`src/rtl/sdram_pkg.sv`:
```
// Types and default sizing shared between the SDRAM controller and the
// write-path burst drain.
package sdram_pkg;

  typedef enum logic [1:0] {
    FILL = 2'd0,
    REQ  = 2'd1,
    SEND = 2'd2
  } drain_state_e;

  localparam int DEF_DATA_WIDTH = 16;
  localparam int DEF_ADDR_WIDTH = 24;
  localparam int DEF_BURST_LEN  = 8;

endpackage

```
`src/rtl/burst_buf.sv`:
```
// Small register-array burst buffer: one synchronous write port and one
// combinational read port.
module burst_buf #(
  parameter int Depth = 8,
  parameter int Width = 16
) (
  input  logic                     i_clk,
  input  logic                     we,
  input  logic [$clog2(Depth)-1:0] waddr,
  input  logic [Width-1:0]         wdata,
  input  logic [$clog2(Depth)-1:0] raddr,
  output logic [Width-1:0]         rdata
);

  logic [Width-1:0] mem [Depth];

  // NOTE: storage is deliberately left without reset; every entry is written
  // during FILL before it can be read in SEND, so a reset would only cost area.
  always_ff @(posedge i_clk) begin
    if (we) mem[waddr] <= wdata;
  end

  assign rdata = mem[raddr];

endmodule

```
`src/rtl/fifo_burst_drain.sv`:
```
// Drains BurstLen words from the host write FIFO, requests one SDRAM write
// burst at an auto-incrementing address and streams the words on demand.
module fifo_burst_drain
  import sdram_pkg::*;
#(
  parameter int DataWidth = DEF_DATA_WIDTH,
  parameter int AddrWidth = DEF_ADDR_WIDTH,
  parameter int BurstLen  = DEF_BURST_LEN
) (
  input  logic                 i_clk,
  input  logic                 i_rst_n,
  input  logic                 i_base_load,
  input  logic [AddrWidth-1:0] i_base_addr,
  input  logic                 i_fifo_empty,
  output logic                 o_fifo_rd_en,
  input  logic [DataWidth-1:0] i_fifo_rd_data,
  output logic                 o_req,
  output logic [AddrWidth-1:0] o_req_addr,
  input  logic                 i_ack,
  input  logic                 i_data_req,
  output logic [DataWidth-1:0] o_data,
  output logic                 o_burst_done,
  output logic                 o_busy
);

  localparam int IW = $clog2(BurstLen);
  localparam int CW = IW + 1;
  localparam logic [CW-1:0]        BURST_CNT  = CW'(BurstLen);
  localparam logic [CW-1:0]        LAST_IDX   = CW'(BurstLen - 1);
  localparam logic [AddrWidth-1:0] ADDR_STEP  = AddrWidth'(BurstLen);

  drain_state_e state_q, state_d;

  logic [CW-1:0]        issued_cnt, capt_cnt, send_idx;
  logic [AddrWidth-1:0] addr_ptr;
  logic                 rd_en_q;
  logic                 done_q;
  logic [DataWidth-1:0] data_hold;
  logic [DataWidth-1:0] buf_rdata;

  logic pop, capture, capt_full, consume, last_consume;

  // Pop is combinational so it can never fire on an empty FIFO; gating with
  // reset keeps it quiet while the registers are being cleared.
  assign pop          = (state_q == FILL) && i_rst_n && !i_fifo_empty &&
                        (issued_cnt < BURST_CNT);
  assign capture      = rd_en_q;
  assign capt_full    = capture && (capt_cnt == LAST_IDX);
  assign consume      = (state_q == SEND) && i_data_req;
  assign last_consume = consume && (send_idx == LAST_IDX);

  always_comb begin
    // NOTE: default first so every path assigns state_d and no latch is inferred.
    state_d = state_q;
    unique case (state_q)
      FILL:    if (capt_full)    state_d = REQ;
      REQ:     if (i_ack)        state_d = SEND;
      SEND:    if (last_consume) state_d = FILL;
      default:                   state_d = FILL;
    endcase
  end

  // NOTE: sequential state uses non-blocking assignments only, so every
  // register samples pre-edge values regardless of statement order.
  always_ff @(posedge i_clk) begin
    if (!i_rst_n) state_q <= FILL;
    else          state_q <= state_d;
  end

  always_ff @(posedge i_clk) begin
    if (!i_rst_n) begin
      issued_cnt <= '0;
      capt_cnt   <= '0;
      send_idx   <= '0;
      addr_ptr   <= '0;
      rd_en_q    <= 1'b0;
      done_q     <= 1'b0;
      data_hold  <= '0;
    end else begin
      rd_en_q <= pop;
      done_q  <= last_consume;
      if (pop)     issued_cnt <= issued_cnt + 1'b1;
      if (capture) capt_cnt   <= capt_cnt + 1'b1;
      if (consume) send_idx   <= send_idx + 1'b1;
      if ((state_q == FILL) && i_base_load) addr_ptr <= i_base_addr;
      if (state_q == SEND) data_hold <= buf_rdata;
      if (last_consume) begin
        issued_cnt <= '0;
        capt_cnt   <= '0;
        send_idx   <= '0;
        addr_ptr   <= addr_ptr + ADDR_STEP;
      end
    end
  end

  burst_buf #(
    .Depth (BurstLen),
    .Width (DataWidth)
  ) u_buf (
    .i_clk (i_clk),
    .we    (capture),
    .waddr (capt_cnt[IW-1:0]),
    .wdata (i_fifo_rd_data),
    .raddr (send_idx[IW-1:0]),
    .rdata (buf_rdata)
  );

  // Outside SEND the buffer read port is not meaningful; show the last word sent.
  assign o_fifo_rd_en = pop;
  assign o_req        = (state_q == REQ);
  assign o_req_addr   = addr_ptr;
  assign o_data       = (state_q == SEND) ? buf_rdata : data_hold;
  assign o_burst_done = done_q;
  assign o_busy       = (state_q != FILL) || (issued_cnt != '0);

endmodule

```
`config.mk`:
```
export PLATFORM = sky130hd
export DESIGN_NAME = fifo_burst_drain
export DESIGN_NICKNAME = d
export VERILOG_FILES = /design/src/rtl/sdram_pkg.sv /design/src/rtl/burst_buf.sv /design/src/rtl/fifo_burst_drain.sv
export SDC_FILE = /design/constraint.sdc
export NUM_CORES = 1
export LEC_CHECK = 0
export ABC_AREA = 1
export CAP_MARGIN = 15
export CORE_ASPECT_RATIO = 1.4
export CORE_MARGIN = 2
export CORE_UTILIZATION = 51
export CTS_BUF_LIST = sky130_fd_sc_hd__clkbuf_8
export DETAILED_ROUTE_END_ITERATION = 10
export PLACE_DENSITY_LB_ADDON = 0.05
export SLEW_MARGIN = 0
export SYNTH_ARGS = -nofsm -noshare
export SYNTH_HDL_FRONTEND = slang
export SYNTH_SLANG_ARGS = --single-unit
```
`constraint.sdc`:
```
create_clock -name i_clk -period 2.1 [get_ports i_clk]
set_input_delay 0.21 -clock i_clk [delete_from_list [all_inputs] [get_ports i_clk]]
set_output_delay 0.21 -clock i_clk [all_outputs]
set_load 0.005 [all_outputs]
```
==> results of run 1 <==
-- registers in the layout (all words and copies together), names as in the netlist, named ones only --
register	count
o_req_addr	24
state_q	2
capture	1
issued_cnt	4
send_idx	4
data_hold	16
u_buf.mem	128
o_burst_done	1
capt_cnt	4
-- logic make-up (layout without fill, tap and decap cells) --
group | count (synthesis) | after routing
adder cells (fa/ha/maj) | 5 | 5
XOR/XNOR | 12 | 12
AND/OR/NAND/NOR | 306 | 306
AO/OA/AOI/OAI | 157 | 157
buffers and inverters | 148 | 276
flip-flops | 187 | 187
-- layer usage --
metal,vias to the layer above,wire [um]
met5,-,0
met4,0,286
met1,2844,7747
met2,153,10020
met3,25,744
li1,2977,-
-- layout by cell type (no fill, tap or decap), drive strengths merged, types with 4 or more instances in the layout --
cell	synthesis	routed
clkdlybuf4s50	0	74
inv	112	114
clkinvlp	0	4
edfxtp	128	128
clkbuf	17	26
nor2	47	47
nand2	171	171
clkinv	1	6
nand3	78	78
dfxtp	59	59
nand4	4	4
buf	18	40
xor2	10	10
o21ai	54	54
ha	5	5
a21oi	65	65
o211ai	34	34
dlygate4sd2	0	8
-- through the flow --
| step | utilization, % | power (mW) |
|---|---|---|
| after floorplan | - | 4.241 |
| after global placement | 59.62 | 4.453 |
| after detailed placement | 59.62 | 4.464 |
| after CTS | 63.63 | 6.766 |
| after global routing | 64.30 | 6.967 |
| final | 64.30 | 6.713 |
-- worst max path at each step --
stage / from / end / slack, ns / cells after the start
after global placement: flip-flop / o_data[4] / 0.24 / 7
after global routing: flip-flop / o_data[10] / -0.23 / 7
after floorplan: capture$_SDFF_PN0_ / u_buf.mem[0][0]$_DFFE_PP_ / 0.26 / 3
after CTS: flip-flop / o_data[3] / -0.15 / 7
final: flip-flop / o_data[10] / -0.13 / 7
after detailed placement: flip-flop / o_data[4] / 0.25 / 7
-- final cells by class --
| cell class | instances | area, um^2 | area share (%) |
|---|---|---|---|
| flip-flops and latches | 187 | 5032 | 50.58 |
| clock inverters | 13 | 126.4 | 1.270 |
| repair buffers | 131 | 1350 | 13.57 |
| well taps | 196 | 245.2 | 2.465 |
| clock buffers | 19 | 261.5 | 2.629 |
| multi-input cells | 480 | 2497 | 25.10 |
| inverters | 113 | 435.4 | 4.377 |
-- worst reg2reg max path, delay by kind of cell (launching register included) --
family	cells	cell delay [ns]
buf+inv	7	0.95
simple gates	2	0.17
flops	1	0.37
compound gates	3	0.38
-- power breakdown --
group,switching [mW],total [mW],internal (mW)
clock network,1.22,2.33,1.11
registers,0.0470,4.03,3.98
logic,0.178,0.356,0.178
-- repair_timing --
item | CTS | global route
buffers inserted | 14 | 2
resized for setup | 34 | 45
gates cloned | 3 | 2
setup endpoints to repair | 17 | 16
pin swaps | 4 | 13
==> results_dict.tcl, run 1 <==
set metrics [dict create \
    use_met2_pct 40.34 \
    first_pass_iters 7 \
    cp.required_ns 1.89 \
    p_per_area_nw_per_um2 674.8 \
    drc 0 \
    maxSlewHeadroom_pct 71.09 \
    num_rows 54 \
    grt_pass1_wl_mm 29.57 \
    nNetsFinal 981 \
    gp_congestion 0.8859 \
    synth-simple-area-share_pct 16.68 \
    die_area_um2 16770 \
    cp.arrival_ns 2.02 \
    max_cap_viol_count 0 \
    synth_top_family_by_area "simple AND/OR/NAND/NOR gates" \
    status "finished, violations left" \
    fin_ws_ns -0.1268 \
    power_leakage_nw 3.845 \
    period_needed_ns 2.227 \
    async_flop_share_pct 0 \
    dp_slack_ns 0.2512 \
    dr_total_vias 5999 \
    cts_sinks 187 \
    synth_edf_count 128 \
    synthAdderAreaFrac_pct 0.7795 \
    n_antenna_cell 0 \
    slowest_stage "clkdlybuf4s50_1" \
    core_um2 15470 \
    yosysTopAreaCellShare_pct 47.90 \
    area_delta_synth_final_pct 23.96 \
    synth_common_cells "nand2_1, edfxtp_1, inv_1" \
    met3_usage_pct 5.261 \
    crit_path_end_kind "primary output" \
    cts-root-buf "clkbuf_8" \
    fin_area_um2 9948 \
    initial_utilization_pct 51.87 \
    ant_nets 0 \
    fmax_ghz 0.4491 \
    cts_hold_buffers 0 \
    tightestPinTransition_ns 0.4326 \
    grt_pass1_vias 5830 \
    drt_wl_total_mm 18.80 \
    syn-instance-count 815 \
    insertion_delay_ns 0.46 \
    io_pins 90 \
    track_usage_pct 23.27 \
    synth_area_leader_cell "edfxtp_1" \
    critPathTopFamily "buffers and inverters" \
    muxShareOfSynthArea_pct 0 \
    critPathBufInv 2 \
    placed_cells 1087 \
    overflow 0 \
    post_drt_wl_per_cell_um 16.51 \
    r2r_setup_slack_ns 0.17 \
    cts_tree "yes" \
    critPathMaxStageDelay_ns 0.49 \
    drv_slew 0 \
    hp-start "i_base_addr[8]" \
    cts.clk_slew.worst_paths_ns 0.09 \
    ctsHtreeMaxLevel 4 \
    avgSynthCellArea_um2 9.847 \
    seq_area_frac_synth_pct 62.61 \
    reg2reg_to "data_hold[9]$_SDFF_PN0_" \
    portBuffers 89 \
    gr-usage-met1_pct 28.12 \
    n_fill_cell 1274 \
    yosysUniqueCellTypes 35 \
    rsz0062_at_grt "yes" \
    hold_slack_ns 0.3387 \
    placed_cell_area_um2 9225 \
    violations "setup timing" \
    antenna_found_initial 0 \
    drive_above_1_share_pct 13.04 \
    hold_end "o_req_addr[8]$_SDFFE_PN0P_" \
    final_cells 1139 \
    ctsLongestPathBuffers 2 \
    synth_area_um2 8025 \
    drt_iter0_markers 382 \
    die_height_um 152.4 \
    numCtsBuffers 17 \
    ys.flop_type "edfxtp_1" \
    ys_warn_count 0 \
    crit_path_cell_trace "buf_16 > a21oi_1 > o21ai_1 > nand3_1 > nand3_2 > nand2_1 > clkdlybuf4s50_1" \
    path_class "reg -> out" \
    start_kind "flip-flop" \
    synth_fp_nets 866 \
    synth_most_common_cell "nand2_1" \
    grt.busiest_layer "met2" \
    die_x_um 110.0 \
    synthTopCellsByArea "edfxtp_1, dfxtp_1, nand2_1" \
    ys_ff_latch 187 \
    holdCritPathClass "in -> reg" \
    timing.final.crit_share_pct 106.0 \
    setup_viol 5 \
    synth_compound_area_share_pct 11.13 \
    dp_hpwl_mm 11.55 \
    cp_max_fo 16 \
    ir_drop_mv 0.3442 \
    grt_max_degree 33 \
    viasPerCell 5.267 \
    clock_skew_ns 0.008669 \
    fin_setup_tns_ns -0.2537 \
    reg2reg_depth 12 \
    hold_depth 3 \
    synth_xor_area_share_pct 1.310 \
    hold_violations 0 \
]
(Power assumes the default switching activity.)
==> run 2, diff against run 1 <==
Settings changed: CAP_MARGIN 15 to 20, SETUP_SLACK_MARGIN set to 0.2.
==> run 2 against run 1 <==
The flow now finishes without violations. Critical path depth rose by 1. Critical path type unchanged. Fmax increased by 7.9%. Total power rose by 0.28%. Utilization is 4.2 points higher.
==> results_dict.tcl, run 2 (synthesized netlist as in run 1, its figures left out) <==
set metrics [dict create \
    drive_above_1_share_pct 21.20 \
    cts_hold_buffers 0 \
    maxSlewHeadroom_pct 70.42 \
    cts_tree "yes" \
    n_fill_cell 1180 \
    fmax_ghz 0.4844 \
    drt_iter0_markers 379 \
    finalPower_mw 6.732 \
    first_pass_iters 5 \
    timing.final.crit_share_pct 98.31 \
    setup_viol 0 \
    r2r_setup_slack_ns 0.05 \
    cp.required_ns 1.89 \
    ctsLongestPathBuffers 2 \
    hold_end "o_req_addr[8]$_SDFFE_PN0P_" \
    layout.cells.most_common "nand2_1" \
    clock_skew_ns 0.008672 \
    period_needed_ns 2.065 \
    grt_pass1_wl_mm 31.68 \
    track_usage_pct 24.96 \
    ctsHtreeMaxLevel 4 \
    hold_depth 3 \
    n_antenna_cell 0 \
    dp_hpwl_mm 11.55 \
    cp_max_fo 8 \
    antenna_found_initial 0 \
    drt_wl_total_mm 20.22 \
    tightestPinTransition_ns 0.4426 \
    placed_cells 1087 \
    placed_cell_area_um2 9225 \
    ant_nets 0 \
    fin_area_um2 10600 \
    dr_total_vias 6331 \
    start_kind "flip-flop" \
    max_cap_viol_count 0 \
    overflow 0 \
    regMostFlops "u_buf.mem" \
    reg2reg_depth 14 \
    cts.clk_slew.worst_paths_ns 0.09 \
    cts_sinks 187 \
    hp-start "i_base_addr[8]" \
    reg2reg_to "data_hold[2]$_SDFF_PN0_" \
    insertion_delay_ns 0.47 \
    viasPerCell 5.379 \
    path_class "reg -> out" \
    final_cell_mix "nand2_1, edfxtp_1, inv_1" \
    holdCritPathClass "in -> reg" \
    io_pins 90 \
    num_rows 54 \
    portBuffers 89 \
    final_cells 1177 \
    largest_register_ffs 128 \
    hold_violations 0 \
    grt_max_degree 33 \
    p_per_area_nw_per_um2 635.1 \
    area_delta_synth_final_pct 32.07 \
    die_height_um 152.4 \
    post_drt_wl_per_cell_um 17.18 \
    multi_input_area_um2 2643 \
    die_area_um2 16770 \
    drv_slew 0 \
    rsz0062_at_grt "yes" \
    power_leakage_nw 4.154 \
    seq_area_um2 5041 \
    ir_drop_mv 0.3919 \
    nNetsFinal 1019 \
    core_um2 15470 \
    numCtsBuffers 17 \
    die_x_um 110.0 \
    cp.arrival_ns 1.85 \
    status "complete, no violations" \
    crit_path_end_kind "primary output" \
    drc 0 \
    gp_congestion 0.8859 \
    initial_utilization_pct 51.87 \
    cts-root-buf "clkbuf_8" \
    grt_pass1_vias 6264 \
]
[run 2: cell types whose count changed in the layout (fill, tap and decap cells not counted), sizes merged]
cell           change
dlymetal6s2s       +1
buf               +55
clkdlybuf4s50      -3
dlygate4sd2        -8
clkbuf             -7
[run 2: metal layers]
| metal | share of wire (%) | global-route usage [%] | vias to the layer above |
|---|---|---|---|
| met5 | 0 | 0 | - |
| met4 | 2.6 | 9.584 | 0 |
| met3 | 5.0 | 5.389 | 38 |
| met2 | 53 | 43.73 | 226 |
| met1 | 39 | 29.26 | 3008 |
| li1 | - | - | 3059 |
[run 2: how the worst max path moves through the flow]
stage | start | to | slack, ns
after floorplan | capture$_SDFF_PN0_ | u_buf.mem[0][0]$_DFFE_PP_ | 0.26
after global placement | flip-flop | o_data[4] | 0.24
after detailed placement | flip-flop | o_data[4] | 0.25
after CTS | flip-flop | o_data[5] | 0.07
after global routing | flip-flop | data_hold[2]$_SDFF_PN0_ | -0.06
final | flip-flop | o_data[5] | 0.04
[run 2: layout make-up]
type | count | area share, %
clock buffers | 19 | 2.467
clock inverters | 13 | 1.192
inverters | 113 | 4.132
multi-input cells | 480 | 24.93
flip-flops and latches | 187 | 47.56
well taps | 196 | 2.314
repair buffers | 169 | 17.40
[run 2: repair_timing]
item / 4_1_cts / 5_1_grt
endpoints found under the setup margin: 18 / 23
pin swaps: 84 / 26
setup buffers: 41 / 5
resized for setup: 170 / 30
cloned: 12 / 0
[run 2: worst max-delay path: stages, from the launching register on]
cell and delay (ns):
dfxtp_4 0.40, buf_6 0.13, buf_12 0.11, buf_16 0.13
o211ai_1 0.19, nand3_1 0.13, nand3_2 0.11, nand2_1 0.05
buf_2 0.12
[run 2: per-stage QoR]
| step | setup TNS [ns] | hold WS [ns] | utilization, % | worst slack [ns] |
|---|---|---|---|---|
| 3_5_place_dp | 0 | 0.4631 | 59.62 | 0.2512 |
| 6_report | 0 | 0.3311 | 68.50 | 0.03543 |
| 3_3_place_gp | 0 | 0.4605 | 59.62 | 0.2432 |
| 5_1_grt | -0.1437 | 0.3378 | 68.50 | -0.05783 |
| 2_1_floorplan | 0 | 0.3089 | - | 0.2606 |
| 4_1_cts | 0 | 0.3154 | 67.54 | 0.07088 |
[run 2: power by group]
part / switching, mW / leakage (nW) / internal [mW]
registers: 0.0480 / 1.64 / 3.98
clock network: 1.23 / 0.198 / 1.11
logic: 0.183 / 2.32 / 0.183
total: 1.46 / 4.15 / 5.27
==> run 3, diff against run 2 <==
Settings changed: PLACE_DENSITY set to 0.73, PLACE_DENSITY_LB_ADDON 0.05 to not set, SETUP_SLACK_MARGIN 0.2 to not set.
==> run 3 against run 2 <==
The flow now finishes with violations (setup timing). Critical path type unchanged. Sequential share of layout area rose by 3.2 points. Critical path depth fell by 1. Utilization fell by 4.5 points.
==> results_dict.tcl, run 3 (synthesized netlist as in run 1, its figures left out) <==
set metrics [dict create \
    status "finished, violations left" \
    violations "setup timing" \
    core_um2 15470 \
    cts_hold_buffers 0 \
    cp.required_ns 1.89 \
    track_usage_pct 22.13 \
    p_per_area_nw_per_um2 690.9 \
    ir_drop_mv 0.4367 \
    period_needed_ns 2.219 \
    slowest_stage "clkdlybuf4s50_1" \
    initial_utilization_pct 51.87 \
    tightestPinTransition_ns 0.4236 \
    dr_total_vias 5893 \
    critPathMaxStageDelay_ns 0.49 \
    io_pins 90 \
    viasPerCell 5.224 \
    ant_nets 0 \
    crit_path_end_kind "primary output" \
    cp_max_fo 16 \
    reg2reg_to "o_req_addr[21]$_SDFFE_PN0P_" \
    rsz0062_at_grt "yes" \
    drv_slew 0 \
    cts.clk_slew.worst_paths_ns 0.09 \
    drt_wl_total_mm 18.44 \
    dp_hpwl_mm 11.01 \
    numCtsBuffers 17 \
    start_kind "flip-flop" \
    path_class "reg -> out" \
    cts-root-buf "clkbuf_8" \
    fmax_ghz 0.4506 \
    n_fill_cell 1207 \
    overflow 0 \
    grt_pass1_wl_mm 28.18 \
    ctsLongestPathBuffers 2 \
    grt_pass1_vias 5746 \
    first_pass_iters 7 \
    die_height_um 152.4 \
    gp_congestion 0.8371 \
    cts_tree "yes" \
    n_antenna_cell 0 \
    grt_max_degree 65 \
    r2r_setup_slack_ns 0.38 \
    insertion_delay_ns 0.46 \
    drc 0 \
    hold_violations 0 \
    timing.rr.start "o_req_addr[3]$_SDFFE_PN0P_" \
    area_delta_synth_final_pct 23.48 \
    wl_met1_mm 7.396 \
    max_cap_viol_count 0 \
    antenna_found_initial 0 \
    cts_sinks 187 \
    dp_slack_ns 0.2741 \
    reg2reg_depth 8 \
    final_cell_mix "nand2_1, edfxtp_1, inv_1" \
    portBuffers 89 \
    seq_area_um2 5032 \
    nNetsFinal 970 \
    holdCritPathClass "in -> reg" \
    setup_viol 1 \
    post_drt_wl_per_cell_um 16.34 \
    hold_slack_ns 0.3463 \
    multi_input_area_um2 2474 \
    timing.final.crit_share_pct 105.7 \
    drt_iter0_markers 377 \
    cp.arrival_ns 2.01 \
    clock_skew_ns 0.01262 \
    die_area_um2 16770 \
    largest_register_ffs 128 \
    fin_ws_ns -0.1192 \
    die_x_um 110.0 \
    ctsHtreeMaxLevel 4 \
    power_leakage_nw 3.898 \
    cp-endpoint "o_data[7]" \
    topRoutingLayerUsed "met4" \
    crit_path_cell_trace "buf_16 > a21oi_1 > o21ai_1 > nand3_1 > nand3_2 > nand2_1 > clkdlybuf4s50_1" \
    wl_met2_mm 9.501 \
    maxSlewHeadroom_pct 71.72 \
    drive_above_1_share_pct 11.37 \
    regMostFlops "u_buf.mem" \
    num_rows 54 \
    layout.cells.most_common "nand2_1" \
    wl_met3_mm 1.157 \
]
run 3: metrics by stage:
stage               setup TNS, ns  instance area [um^2]  utilization [%]  instances  total power, mW
finish                    -0.1192                  9910            64.05       1128            6.846
detailed placement              0                  9220            59.59       1086            4.461
global placement                0                  9220            59.59       1086            4.456
floorplan                       0                  8025                -        815            4.241
CTS                        -1.539                  9744            62.98       1124            6.875
global route              -0.3681                  9910            64.05       1128            7.058
run 3: how the worst min path moves through the flow:
stage / depth (start not counted) / start / to
6_report: 3 / i_base_addr[8] / o_req_addr[8]$_SDFFE_PN0P_
5_1_grt: 3 / i_base_addr[8] / o_req_addr[8]$_SDFFE_PN0P_
4_1_cts: 3 / i_base_addr[8] / o_req_addr[8]$_SDFFE_PN0P_
3_5_place_dp: 2 / data_hold[12]$_SDFF_PN0_ / data_hold[12]$_SDFF_PN0_
3_3_place_gp: 2 / data_hold[10]$_SDFF_PN0_ / data_hold[10]$_SDFF_PN0_
2_1_floorplan: 0 / i_fifo_rd_data[0] / u_buf.mem[0][0]$_DFFE_PP_
run 3: power by group:
group          internal (mW)  switching, mW
logic                  0.177          0.176
clock network           1.23           1.24
registers               3.98         0.0463
total                   5.39           1.46
run 3: layout make-up:
class	instances	area share (%)
sequential	187	50.78
multi-input combinational	480	24.96
timing repair buffer	120	13.21
inverter	113	4.394
clock buffer	19	2.639
tap	196	2.475
clock inverter	13	1.540
run 3: routing by layer:
| layer | GRT usage (%) | vias to the layer above |
|---|---|---|
| li1 | - | 2954 |
| met1 | 25.79 | 2740 |
| met2 | 38.15 | 174 |
| met3 | 6.459 | 25 |
| met4 | 7.715 | 0 |
| met5 | 0 | - |
run 3: what timing repair did:
item                                    CTS  global route
endpoints found under the setup margin   17            16
resized for setup                        15            41
pin swaps                                 0             4
cloned                                    2             3
buffers inserted                          4             1
run 3: critical path, delay by kind of cell, from the launching register on:
kind	cells	cell delay (ns)
AOI/OAI and AO/OA	2	0.24
buffers and inverters	2	0.66
DFF	1	0.40
and+or+nand+nor	3	0.26
